`src/rtl/controlador_de_partida.sv`:
```
// Battleship match sequencer: latches the ship map, evaluates attacks, tracks hits/lives and win/lose.
// Optional shot counter output 'tiros' is enabled by defining CONTADOR_TIROS_EN.
module controlador_de_partida #(
  parameter int VIDA_INICIAL = 3
) (
  input  logic       clock,
  input  logic       reset,
  input  logic       iniciar,
  input  logic       confirmar,
  input  logic [2:0] coordColuna,
  input  logic [2:0] coordLinha,
  input  logic [6:0] mapa0,
  input  logic [6:0] mapa1,
  input  logic [6:0] mapa2,
  input  logic [6:0] mapa3,
  input  logic [6:0] mapa4,
  output logic [6:0] matriz0,
  output logic [6:0] matriz1,
  output logic [6:0] matriz2,
  output logic [6:0] matriz3,
  output logic [6:0] matriz4,
  output logic [2:0] vida,
  output logic [5:0] alvos,
  output logic [2:0] estado,
  output logic       LED_R,
  output logic       LED_G,
  output logic       LED_B,
  output logic       venceu,
  output logic       perdeu
`ifdef CONTADOR_TIROS_EN
  ,
  output logic [5:0] tiros
`endif
);

  typedef enum logic [2:0] {
    OCIOSO  = 3'd0,
    JOGANDO = 3'd1,
    AVALIA  = 3'd2,
    VITORIA = 3'd3,
    DERROTA = 3'd4
  } estado_t;

  estado_t    estado_q;
  logic       conf_q;
  logic [2:0] col_q;
  logic [2:0] lin_q;
  logic [6:0] mapa_q   [5];
  logic [6:0] matriz_q [5];
  logic [6:0] mapa_in  [5];
  logic [5:0] popcount;
  logic       evento;
  logic       invalido;
  logic       repetido;
  logic       bit_navio;
  logic [6:0] col_mapa;
  logic [6:0] col_matriz;
  logic [6:0] mascara;

  assign mapa_in[0] = mapa0;
  assign mapa_in[1] = mapa1;
  assign mapa_in[2] = mapa2;
  assign mapa_in[3] = mapa3;
  assign mapa_in[4] = mapa4;

  assign matriz0 = matriz_q[0];
  assign matriz1 = matriz_q[1];
  assign matriz2 = matriz_q[2];
  assign matriz3 = matriz_q[3];
  assign matriz4 = matriz_q[4];

  assign estado = estado_q;
  assign venceu = (estado_q == VITORIA);
  assign perdeu = (estado_q == DERROTA);
  assign evento = confirmar & ~conf_q;

  // Number of ship cells on the live map; zero means there is nothing to play.
  always_comb begin
    popcount = '0;
    for (int c = 0; c < 5; c++) begin
      for (int r = 0; r < 7; r++) begin
        popcount = popcount + {5'd0, mapa_in[c][r]};
      end
    end
  end

  // Column selected by the latched coordinate; out-of-range columns read as empty.
  always_comb begin
    col_mapa   = '0;
    col_matriz = '0;
    for (int c = 0; c < 5; c++) begin
      if (col_q == 3'(c)) begin
        col_mapa   = mapa_q[c];
        col_matriz = matriz_q[c];
      end
    end
  end

  assign invalido  = (col_q > 3'd4) || (lin_q > 3'd6);
  assign mascara   = 7'd1 << lin_q;
  assign bit_navio = |(col_mapa & mascara);
  assign repetido  = |(col_matriz & mascara);

  always_ff @(posedge clock) begin
    if (reset) begin
      estado_q <= OCIOSO;
      conf_q   <= 1'b0;
      col_q    <= '0;
      lin_q    <= '0;
      vida     <= '0;
      alvos    <= '0;
      LED_R    <= 1'b0;
      LED_G    <= 1'b0;
      LED_B    <= 1'b0;
      for (int c = 0; c < 5; c++) begin
        mapa_q[c]   <= '0;
        matriz_q[c] <= '0;
      end
`ifdef CONTADOR_TIROS_EN
      tiros <= '0;
`endif
    end else begin
      conf_q <= confirmar;
      case (estado_q)
        OCIOSO, VITORIA, DERROTA: begin
          if (iniciar && (popcount != 6'd0)) begin
            for (int c = 0; c < 5; c++) begin
              mapa_q[c]   <= mapa_in[c];
              matriz_q[c] <= '0;
            end
            vida     <= VIDA_INICIAL[2:0];
            alvos    <= popcount;
            LED_R    <= 1'b0;
            LED_G    <= 1'b0;
            LED_B    <= 1'b0;
            estado_q <= JOGANDO;
`ifdef CONTADOR_TIROS_EN
            tiros <= '0;
`endif
          end
        end
        JOGANDO: begin
          if (evento) begin
            col_q    <= coordColuna;
            lin_q    <= coordLinha;
            estado_q <= AVALIA;
          end
        end
        AVALIA: begin
          if (invalido || repetido) begin
            LED_R    <= 1'b0;
            LED_G    <= 1'b0;
            LED_B    <= 1'b1;
            estado_q <= JOGANDO;
          end else begin
            for (int c = 0; c < 5; c++) begin
              if (col_q == 3'(c)) begin
                matriz_q[c] <= matriz_q[c] | mascara;
              end
            end
`ifdef CONTADOR_TIROS_EN
            if (tiros != 6'd63) begin
              tiros <= tiros + 6'd1;
            end
`endif
            LED_B <= 1'b0;
            // Counters are nonzero in AVALIA, so reaching 1 here means this shot ends the match.
            if (bit_navio) begin
              alvos    <= alvos - 6'd1;
              LED_G    <= 1'b1;
              LED_R    <= 1'b0;
              estado_q <= (alvos == 6'd1) ? VITORIA : JOGANDO;
            end else begin
              vida     <= vida - 3'd1;
              LED_R    <= 1'b1;
              LED_G    <= 1'b0;
              estado_q <= (vida == 3'd1) ? DERROTA : JOGANDO;
            end
          end
        end
        default: estado_q <= OCIOSO;
      endcase
    end
  end

endmodule
```
`config.mk`:
```
export PLATFORM = sky130hd
export DESIGN_NAME = controlador_de_partida
export DESIGN_NICKNAME = d
export VERILOG_FILES = /design/src/rtl/controlador_de_partida.sv
export SDC_FILE = /design/constraint.sdc
export NUM_CORES = 1
export LEC_CHECK = 0
export CELL_PAD_IN_SITES_DETAIL_PLACEMENT = 0
export CELL_PAD_IN_SITES_GLOBAL_PLACEMENT = 1
export CORE_MARGIN = 2
export CORE_UTILIZATION = 40
export DETAILED_ROUTE_END_ITERATION = 8
export PLACE_DENSITY_LB_ADDON = 0.1
export SLEW_MARGIN = 20
export SYNTH_ARGS = -nofsm -noshare
export SYNTH_HDL_FRONTEND = slang
export SYNTH_SLANG_ARGS = --single-unit
export TNS_END_PERCENT = 100
```
`constraint.sdc`:
```
create_clock -name clock -period 11.15 [get_ports clock]
set_input_delay 2.23 -clock clock [delete_from_list [all_inputs] [get_ports clock]]
set_output_delay 2.23 -clock clock [all_outputs]
set_load 0.1 [all_outputs]
```
### After elaboration in Yosys (flattened, before gate mapping)

Memories as Yosys holds them, arrays and structs flattened.
Index checks and enable logic that the tools add are counted.

* memory bits (writable): 70
* memories kept: 2
* output and inout bits: 52
* register bits: 22
* input bits: 45
* word-level logic and storage cells: 184

Memory list
* mapa_q: depth 5, bits a word 7, read ports 5, clocked after memory_dff 0, wr ports 5, RTL line 48 `logic [6:0] mapa_q [5];`
* matriz_q: depth 5, bits a word 7, read ports 5, clocked after memory_dff 0, wr ports 5, RTL line 49 `logic [6:0] matriz_q [5];`

* reductions and logical operators: 15
* equality and inequality tests: 15
* muxes and demuxes: 80
* bitwise logic cells: 24
* shift operators: 1
* add/sub/neg operators: 36
* magnitude comparators: 2

Operators with widths (number)
* $mux 7: 25
* $add 6x1->6: 29
* $mux 1: 37
* $or 7x7->7: 5
* $mux 3: 8
* $mux 6: 3
* $or 1x1->1: 15
* $and 7x7->7: 2
* $reduce_or 7->1: 2
* $eq 3x2->1 const B: 4
* $pmux 6 s2: 1
* $ne 2x2->1 const B: 5
* $eq 3x1->1 const B: 3
* $pmux 3 s3: 1
* $reduce_and 4->1: 2
* $shl 1x3->7 const A: 1
* $add 5x1->6: 1
* $eq 3x3->1 const B: 2
* $eq 6x1->1 const B: 1
* $gt 3x3->1 const B: 2
* $logic_not 3->1: 2
* $pmux 1 s2: 3
* $pmux 3 s2: 1
* $reduce_and 2->1: 3
* other kinds (14): 15

### Longest topological paths before layout

Gate-level depths: netlist (run 1).

* depth after elaboration: 42
* gate-level depth with buffers: 21
* depth with buffers taken out: 21

### Worst setup path before layout (run 1)

No wires, ideal clock.

* kind: input to register
* start point: input port mapa1[4]
* end point: memory mapa_q[0][0], enable pin
* path slack: 2.998 ns
* stages on the path: 20
* data required time: 10.730 ns
* setup time: 0.420 ns
* arrival time: 7.731 ns
* buffers on the path: 0
* cells stage by stage: inv_1 -> fa_1 -> inv_1 -> fa_1 -> inv_1 -> fa_1 -> inv_1 -> fa_1 -> fa_1 -> inv_1 -> fa_1 -> inv_1 -> ha_1 -> a21oi_1 -> nor2b_1 -> mux2_2 -> o41a_1 -> and2_1 -> nor2_1 -> inv_1

RTL lines
* start: declaration: RTL line 13 `input logic [6:0] mapa1,`
* end: declaration: RTL line 48

==> impl_metrics.env, run 1 <==
export IMPL_status="finished, final reports clean"
export IMPL_setup_tns_ns=0
export IMPL_yosys_register_bits=92
export IMPL_end_kind="register"
export IMPL_seq_area_frac_synth_pct=46.15
export IMPL_finClkSkew_ns=0.009758
export IMPL_portBuffers=96
export IMPL_fillers=1258
export IMPL_slew_violations=0
export IMPL_required_ns=11.11
export IMPL_path_max_fanout=35
export IMPL_grt_antenna_before_repair=0
export IMPL_cts_tree="built"
export IMPL_cts_num_sinks=92
export IMPL_hold_path_depth=2
export IMPL_rsz0062_at_grt="false"
export IMPL_wire_per_inst_um=16.74
export IMPL_relSlewSlack_pct=34.43
export IMPL_ys_types=57
export IMPL_path_cells="clkdlybuf4s50_1 -> inv_1 -> fa_1 -> inv_1 -> fa_1 -> inv_1 -> fa_1 -> inv_1 -> fa_1 -> fa_1 -> inv_1 -> fa_1 -> inv_1 -> ha_1 -> a21oi_1 -> nor2b_1 -> mux2_2 -> o41a_1 -> and2_1 -> nor2_1 -> inv_2"
export IMPL_grt_total_usage_pct=19.29
export IMPL_clk_latency_ns=0.33
export IMPL_syn2layout_area_growth_pct=24.48
export IMPL_drive_above_1_share_pct=5.469
export IMPL_cts_hold_fix_buffers=0
export IMPL_syn_area_um2=5509
export IMPL_cts_buffer_depth=2
export IMPL_timing_fmax_mhz=112.4
export IMPL_vias_per_cell=5.197
export IMPL_critPathLaunchType="input pin"
export IMPL_worstMarginPinSlew_ns=0.9805
export IMPL_initial_utilization_pct=41.27
export IMPL_fp_dieArea_um2=14730
export IMPL_fp_dieH_um=121.4
export IMPL_grt_max_degree=52
export IMPL_drt_initial_drc_count=389
export IMPL_vdd_drop_max_v=0.0001608
export IMPL_r2r_start="col_q[1]"
export IMPL_cap_violations=0
export IMPL_power_leakage_nw=2.721
export IMPL_critPathSlowestCell="nor2_1"
export IMPL_hold_viol=0
export IMPL_rows=42
export IMPL_fin_crit_ns=8.898
export IMPL_post_route_util_pct=51.38
export IMPL_grt_pass1_wl_um=21610
export IMPL_dr_pass1_iters=5
export IMPL_yosys_warnings=0
export IMPL_synth_edf_count=70
export IMPL_root_buffer="clkbuf_16"
export IMPL_diodes=0
export IMPL_r2r_end="matriz_q[0][28]"
export IMPL_rrSetupSlack_ns=7.72
export IMPL_min_to="LED_R"
export IMPL_dpl_hpwl_um=10370
export IMPL_h_tree_depth=3
export IMPL_die_width_um=121.4
export IMPL_setup_viol=0
export IMPL_drc=0
export IMPL_drtAntennaViolNets=0
export IMPL_cpPeakStageDelay_ns=0.60
export IMPL_clkTransAtPathRegs_ns=0.06
export IMPL_cts_made_buffers=9
export IMPL_syn_avg_cell_area_um2=9.944
export IMPL_worstSetupPathType="in2reg"
export IMPL_reg2reg_depth=9
export IMPL_cts_setup_buffers=0
export IMPL_ys_flop_type="edfxtp_1"
export IMPL_grt_pass1_vias=4110
export IMPL_io_pins=97
export IMPL_final_nets=718
export IMPL_gr_total_overflow=0
export IMPL_power_density_nw_per_um2=315.6
export IMPL_finalPower_w=0.002165
export IMPL_vias=4241
export IMPL_period_share_pct=79.80
export IMPL_crit_arrival_ns=8.86
export IMPL_hp_start="LED_R"
export IMPL_place_gp_congestion=0.8463
export IMPL_cts_resized=0
export IMPL_async_reset_ff_share_pct=0
export IMPL_hold_class="reg2reg"
export IMPL_drt_total_wl_um=13660
export IMPL_syn_nets=637
export IMPL_syn_inst=554
export IMPL_core_area_um2=13350
==> cells by family after synthesis <==
| group | Yosys count | synth area share [%] |
|---|---|---|
| and+or+nand+nor | 226 | 19.58 |
| AOI/OAI and AO/OA | 69 | 9.153 |
| DFF | 92 | 46.15 |
| xor gates and xnor gates | 2 | 0.3180 |
| adders and majority gates | 38 | 12.31 |
| muxes | 22 | 4.701 |
| buffers and inverters | 105 | 7.790 |
==> where the power goes <==
group	total, W	switching (W)	internal [W]	leakage (nW)
sequential	0.000584	0.0000695	0.000515	0.941
clock	0.000279	0.000120	0.000159	0.137
combinational	0.00130	0.000880	0.000421	1.64
total	0.00216	0.00107	0.00109	2.72
==> Yosys cell counts, drive strengths merged, types with 5 or more instances <==
cell type	instances	area, um2
o22ai	8	50.05
fa	27	540.5
nor2	118	445.4
nand2	19	71.32
nor3	32	176.4
nor2b	10	62.56
and3	11	68.82
o21ai	9	45.04
clkbuf	17	63.81
dfxtp	22	440.4
mux2i	18	180.2
nor3b	5	57.56
edfxtp	70	2102
ha	11	137.6
a21oi	10	50.05
o31ai	6	45.04
o221ai	11	96.34
buf	16	95.09
nand3	9	45.04
inv	72	270.3
==> final cells by class <==
type / count / area, um2 / area share, %
Sequential cell: 92 / 2542 / 37.07
Multi-Input combinational cell: 357 / 2542 / 37.07
Timing Repair Buffer: 103 / 1013 / 14.78
Inverter: 72 / 270.3 / 3.941
Clock buffer: 13 / 254.0 / 3.704
Tap cell: 176 / 220.2 / 3.211
Clock inverter: 3 / 15.01 / 0.2189
==> flip-flops by register name, indices dropped and copies added, names as in the netlist <==
register and flops:
LED_G 1, conf_q 1, matriz_q 35, LED_R 1, lin_q 3, mapa_q 35
vida 3, alvos 6, estado 3, LED_B 1, col_q 3
==> worst max path at each step <==
stage             start       endpoint  slack, ns  cells after the start
4_1_cts        mapa1[4]  mapa_q[0][30]       2.28                     21
3_3_place_gp   mapa1[4]  mapa_q[0][23]       1.81                     21
5_1_grt        mapa1[4]  mapa_q[0][22]       1.88                     20
3_5_place_dp   mapa1[4]  mapa_q[0][23]       1.94                     21
2_1_floorplan  mapa1[4]   mapa_q[0][0]       3.00                     20
6_report       mapa1[4]  mapa_q[0][19]       2.25                     21
==> critical path: cells and delay by family <==
family	cells	cell delay [ns]
adder cells (fa/ha/maj)	7	3.23
buffers and inverters	8	1.31
AND/OR/NAND/NOR	3	1.17
AO/OA/AOI/OAI	2	0.53
multiplexers	1	0.37
==> layer usage <==
layer  GRT usage, %  wire, um  vias to the layer above
met4          7.112       251                        0
met3          3.430       617                       13
met2          29.99      6478                      130
met1          27.01      6308                     2040
li1               -         -                     2058
met5              0         0                        -
==> per-stage QoR <==
| step | setup slack (ns) | hold WS [ns] | cells | instance area, um2 |
|---|---|---|---|---|
| final | 2.252 | 0.4939 | 816 | 6858 |
| after global routing | 1.876 | 0.5197 | 816 | 6858 |
| after CTS | 2.281 | 0.5016 | 816 | 6853 |
| after detailed placement | 1.936 | 0.4875 | 800 | 6584 |
| after global placement | 1.805 | 0.4790 | 800 | 6584 |
| after floorplan | 2.998 | 0.5886 | 554 | 5509 |
==> cell usage in the layout, fill, tap and decap left out, types with 3 or more instances in the layout <==
master           count
nand2b_1             4
o21ai_0              6
mux2i_1             18
nand2_1             19
o22ai_1              8
nand3_1              9
o31ai_1              5
nor3_1              30
and3b_1              3
a21oi_1             10
buf_4                7
a21o_1               3
a32o_1               3
nor2b_1             10
and2_1               4
clkinv_2             3
o221ai_1            11
mux4_2               3
o2bb2ai_1            3
o21ai_1              3
dfxtp_1             22
fa_1                27
clkbuf_16            9
ha_1                11
nand3b_1             3
nor3b_2              4
and3_1              11
clkdlybuf4s50_1     96
nor2_1             117
edfxtp_1            70
inv_1               71
Note: power is estimated with default switching activity, not from simulation.
==> run 2: changes to the inputs <==
Settings changed: CORE_UTILIZATION 40 to 37.
Clock period 11.15 ns to 7.3 ns, I/O delays scaled along.
==> run 2 against run 1 <==
Against the previous run: clock-buffer cell count decreased by 4; largest power group unchanged; largest cell class is now multi-input gates; combinational power increased by 84%; design area increased by 6.8%; sequential cell count unchanged; clock power increased by 76%; highest routed layer unchanged.
==> impl_metrics.env, run 2 (same netlist as run 1, synthesis figures left out) <==
export IMPL_worstSetupPathType="in2reg"
export IMPL_h_tree_depth=3
export IMPL_portBuffers=96
export IMPL_post_route_util_pct=50.41
export IMPL_required_ns=7.40
export IMPL_slew_violations=0
export IMPL_dpl_hpwl_um=10870
export IMPL_crit_arrival_ns=7.26
export IMPL_cts_hold_fix_buffers=0
export IMPL_period_share_pct=98.04
export IMPL_place_gp_congestion=0.8310
export IMPL_vias=4442
export IMPL_hold_path_depth=2
export IMPL_critPathLaunch="mapa0[5]"
export IMPL_drc=0
export IMPL_cts_tree="built"
export IMPL_path_max_fanout=8
export IMPL_cts_made_buffers=9
export IMPL_rows=44
export IMPL_grt_max_degree=52
export IMPL_core_area_um2=14530
export IMPL_top_usage_layer="met2"
export IMPL_final_nets=754
export IMPL_diodes=0
export IMPL_drive_above_1_share_pct=13.17
export IMPL_vias_per_cell=5.165
export IMPL_timing_fmax_mhz=139.7
export IMPL_drtAntennaViolNets=0
export IMPL_fp_dieArea_um2=15880
export IMPL_met3_usage_pct=2.251
export IMPL_placed_area_um2=6813
export IMPL_die_width_um=126.0
export IMPL_end_kind="register"
export IMPL_initial_utilization_pct=37.90
export IMPL_dr_pass1_iters=4
export IMPL_drt_total_wl_um=14610
export IMPL_power_leakage_nw=3.042
export IMPL_hold_viol=0
export IMPL_use_met1_pct=25.94
export IMPL_power_density_nw_per_um2=516.5
export IMPL_finClkSkew_ns=0.01244
export IMPL_grt_total_usage_pct=18.17
export IMPL_relSlewSlack_pct=30.93
export IMPL_pwr_share_seq_pct=23.8
export IMPL_critPathLaunchType="input pin"
export IMPL_status="finished, final reports clean"
export IMPL_comb_power_share_pct=63.3
export IMPL_root_buffer="clkbuf_16"
export IMPL_worstMarginPinSlew_ns=1.027
export IMPL_r2r_start="col_q[1]"
export IMPL_r2r_end="matriz_q[0][5]"
export IMPL_finalPower_w=0.003784
export IMPL_clk_latency_ns=0.34
export IMPL_final_area_um2=7327
export IMPL_fp_dieH_um=126.0
export IMPL_vdd_drop_max_v=0.0005214
export IMPL_io_pins=97
export IMPL_grt_antenna_before_repair=0
export IMPL_grt_pass1_wl_um=22890
export IMPL_wire_per_inst_um=16.99
export IMPL_min_to="LED_R"
export IMPL_intPower_w=0.002052
export IMPL_fin_crit_ns=7.157
export IMPL_final_common_cell="nor2_1"
export IMPL_fin_cells=860
export IMPL_rrSetupSlack_ns=3.61
export IMPL_clkTransAtPathRegs_ns=0.06
export IMPL_switching_share_pct=45.78
export IMPL_layout_common_cells="116 x nor2_1, 83 x clkdlybuf4s50_1, 70 x edfxtp_1, 58 x inv_1, 35 x buf_4"
export IMPL_drt_initial_drc_count=350
export IMPL_reg2reg_depth=9
export IMPL_placed_cells=833
export IMPL_setup_viol=0
export IMPL_gr_total_overflow=0
export IMPL_gr_usage_met2_pct=28.94
export IMPL_clockPowerShare_pct=13.0
export IMPL_hold_class="reg2reg"
export IMPL_grt_pass1_vias=4371
export IMPL_biggestRegsByFlops="mapa_q: 35 flops, matriz_q: 35 flops, alvos: 6 flops"
export IMPL_cts_num_sinks=92
export IMPL_hp_start="LED_R"
export IMPL_p_switching_w=0.001733
export IMPL_cap_violations=0
export IMPL_syn2layout_area_growth_pct=33.00
export IMPL_cts_buffer_depth=2
## run 2: critical path, stage by stage
cell             delay [ns]
clkdlybuf4s50_1        0.47
inv_1                  0.06
fa_1                   0.46
fa_1                   0.54
fa_1                   0.44
fa_1                   0.52
fa_1                   0.44
fa_1                   0.48
inv_2                  0.07
fa_2                   0.20
inv_2                  0.04
fa_2                   0.42
xor2_2                 0.19
nand4b_1               0.12
o41a_1                 0.42
and2_4                 0.19
nor2_4                 0.17
clkinvlp_4             0.30
clkbuf_16              0.25
## run 2: worst max path at each step
| stage | slack [ns] | depth (start not counted) | endpoint |
|---|---|---|---|
| 3_5_place_dp | -0.32 | 21 | mapa_q[0][11] |
| 5_1_grt | -0.05 | 19 | mapa_q[0][34] |
| 6_report | 0.14 | 19 | mapa_q[0][1] |
| 2_1_floorplan | 0.05 | 20 | mapa_q[0][0] |
| 3_3_place_gp | -0.27 | 21 | mapa_q[0][23] |
| 4_1_cts | 0.01 | 21 | mapa_q[0][10] |
## run 2: cell type report
| cell class | instances | area [um2] |
|---|---|---|
| multi-input cells | 357 | 2560 |
| inverters | 72 | 274.0 |
| clock buffers | 9 | 225.2 |
| repair buffers | 139 | 1406 |
| clock inverters | 7 | 88.84 |
| well taps | 184 | 230.2 |
| flip-flops and latches | 92 | 2542 |
| fillers | 1385 | 7207 |
## run 2: through the flow
stage	setup WS [ns]	hold WS (ns)	setup TNS, ns
global placement	-0.2669	0.4779	-19.56
CTS	0.01300	0.5064	0
floorplan	0.05042	0.5886	0
detailed placement	-0.3214	0.4804	-25.42
finish	0.1429	0.5060	0
global route	-0.04755	0.5390	-1.086
## run 2: repair_timing
item                                    in CTS  in global routing
endpoints found under the setup margin       0                 70
gates resized for setup                      0                 29
buffers inserted                             0                  6
## run 2: power by group through the flow
stage               Combinational [W]  Sequential, W  Clock, W
CTS                           0.00223       0.000899  0.000497
floorplan                    0.000976        0.00146         0
finish                        0.00239       0.000900  0.000491
global route                  0.00259       0.000921  0.000523
global placement              0.00221       0.000903         0
detailed placement            0.00222       0.000909         0
## run 2: per-layer routing
metal | vias up | routed length (um) | share of wire, %
met3 | 18 | 482 | 3.3
li1 | 2126 | - | -
met1 | 2172 | 6897 | 47
met4 | 0 | 232 | 1.6
met5 | - | 0 | 0
met2 | 126 | 6997 | 48
==> run 3: changes to the inputs <==
Settings changed: SETUP_SLACK_MARGIN from default to 0.02.
==> run 3 against run 2 <==
Against the previous run: design area down 1.4%; utilization down 0.71 points; total power down 2.9%; largest cell class unchanged; combinational power down 4%; die area unchanged; non-clock buffer count down 5; routed wire length down 1.8%; first-iteration DRC count up 24%; critical path type unchanged.
==> impl_metrics.env, run 3 (same netlist as run 1, synthesis figures left out) <==
export IMPL_grt_max_degree=52
export IMPL_required_ns=7.39
export IMPL_grt_pass1_wl_um=23050
export IMPL_h_tree_depth=3
export IMPL_clkTransAtPathRegs_ns=0.06
export IMPL_end_kind="register"
export IMPL_place_gp_congestion=0.8310
export IMPL_path_cells="clkdlybuf4s50_1 -> inv_1 -> fa_1 -> inv_1 -> fa_1 -> inv_1 -> fa_1 -> fa_1 -> fa_1 -> fa_1 -> inv_1 -> fa_1 -> inv_1 -> fa_2 -> nand2_1 -> mux2_2 -> o41a_1 -> and2_4 -> nor2_4 -> clkinvlp_4 -> buf_4 -> buf_12"
export IMPL_setup_tns_ns=0
export IMPL_grt_pass1_vias=4392
export IMPL_p_switching_w=0.001702
export IMPL_cts_made_buffers=9
export IMPL_layout_common_cells="116 x nor2_1, 95 x clkdlybuf4s50_1, 71 x inv_1, 70 x edfxtp_1, 35 x buf_4"
export IMPL_power_density_nw_per_um2=508.9
export IMPL_vias=4372
export IMPL_intPower_w=0.001975
export IMPL_comb_power_share_pct=62.3
export IMPL_status="finished, final reports clean"
export IMPL_post_route_util_pct=49.71
export IMPL_drt_initial_drc_count=433
export IMPL_pwr_share_seq_pct=24.4
export IMPL_rrSetupSlack_ns=3.85
export IMPL_hold_path_depth=2
export IMPL_critPathLaunchType="input pin"
export IMPL_vias_per_cell=5.113
export IMPL_rows=44
export IMPL_cap_violations=0
export IMPL_initial_utilization_pct=37.90
export IMPL_post_place_ws_ns=-0.3214
export IMPL_syn2layout_area_growth_pct=31.14
export IMPL_drtAntennaViolNets=0
export IMPL_wire_per_inst_um=16.77
export IMPL_hold_class="reg2reg"
export IMPL_switching_share_pct=46.29
export IMPL_slew_violations=0
export IMPL_worstMarginPinSlew_ns=0.9792
export IMPL_cts_buffer_depth=2
export IMPL_fin_crit_ns=7.109
export IMPL_dr_pass1_iters=5
export IMPL_hold_viol=0
export IMPL_drive_above_1_share_pct=11.03
export IMPL_timing_fmax_mhz=140.7
export IMPL_relSlewSlack_pct=34.51
export IMPL_setup_viol=0
export IMPL_cts_num_sinks=92
export IMPL_period_share_pct=97.39
export IMPL_clockPowerShare_pct=13.3
export IMPL_reg2reg_depth=9
export IMPL_critPathSlowestCell="fa_1"
export IMPL_dpl_hpwl_um=10870
export IMPL_grt_total_usage_pct=18.33
export IMPL_worstSetupPathType="in2reg"
export IMPL_gr_total_overflow=0
export IMPL_grt_antenna_before_repair=0
export IMPL_cts_hold_fix_buffers=0
export IMPL_clk_latency_ns=0.33
export IMPL_root_buffer="clkbuf_16"
export IMPL_fp_dieArea_um2=15880
export IMPL_final_nets=749
export IMPL_cpPeakStageDelay_ns=0.55
export IMPL_critPathMostFrequentCell="fa_1"
export IMPL_fp_dieH_um=126.0
export IMPL_vdd_drop_max_v=0.0004934
export IMPL_biggestRegsByFlops="mapa_q: 35 flops, matriz_q: 35 flops, alvos: 6 flops"
export IMPL_crit_arrival_ns=7.20
export IMPL_io_pins=97
export IMPL_path_max_fanout=17
export IMPL_diodes=0
export IMPL_finClkSkew_ns=0.01228
export IMPL_final_common_cell="nor2_1"
export IMPL_drc=0
export IMPL_layout_setup_ws_ns=0.1909
export IMPL_portBuffers=96
export IMPL_drt_total_wl_um=14340
export IMPL_finalPower_w=0.003676
export IMPL_die_width_um=126.0
export IMPL_rsz0062_at_grt="false"
export IMPL_cts_tree="built"
export IMPL_core_area_um2=14530
export IMPL_power_leakage_nw=2.911
-- run 3: path summary, 6_finish.rpt --
kind / startpoint / endpoint
hold / removal: LED_R / LED_R
setup reg to reg: col_q[1] / matriz_q[0][5]
setup / recovery: mapa1[4] / mapa_q[0][12]
hold reg to reg: LED_R / LED_R
-- run 3: worst max-delay path, delay by kind of cell --
kind	cells	cell delay (ns)
mux	1	0.26
simple gates	3	0.38
buf+inv	9	1.19
fa+ha+maj	8	3.52
compound gates	1	0.40
-- run 3: final cells by class --
class / instances / area [um2]
multi-input cells: 357 / 2572
flip-flops and latches: 92 / 2542
repair buffers: 134 / 1291
clock inverters: 7 / 88.84
fillers: 1392 / 7310
clock buffers: 9 / 225.2
inverters: 72 / 274.0
well taps: 184 / 230.2
-- run 3: power groups by stage --
stage / Combinational, W / Sequential (W) / Clock (W)
final: 0.00229 / 0.000898 / 0.000488
after global routing: 0.00248 / 0.000920 / 0.000523
after CTS: 0.00227 / 0.000899 / 0.000497
after detailed placement: 0.00222 / 0.000909 / 0
after global placement: 0.00221 / 0.000903 / 0
after floorplan: 0.000976 / 0.00146 / 0
-- run 3: per-layer routing --
| metal | wire length, um | track usage [%] | up-vias | part of all wire (%) |
|---|---|---|---|---|
| met4 | 182 | 5.947 | 0 | 1.3 |
| met2 | 6882 | 29.22 | 122 | 48 |
| met3 | 582 | 2.251 | 12 | 4.1 |
| li1 | - | - | 2118 | - |
| met1 | 6693 | 26.18 | 2120 | 47 |
| met5 | 0 | 0 | - | 0 |
-- run 3: what timing repair did --
item                       in CTS  in global routing
pin swaps                       1                  4
gates cloned                    1                  0
gates resized for setup         0                  7
setup endpoints to repair      28                 71
setup buffers                   4                  1
-- run 3: metrics by stage --
stage	hold WS, ns	instance area [um2]	cells
after floorplan	0.5886	5520	554
after global placement	0.4779	6813	833
after detailed placement	0.4804	6813	833
after CTS	0.5064	7189	854
after global routing	0.5390	7224	855
final	0.5056	7224	855
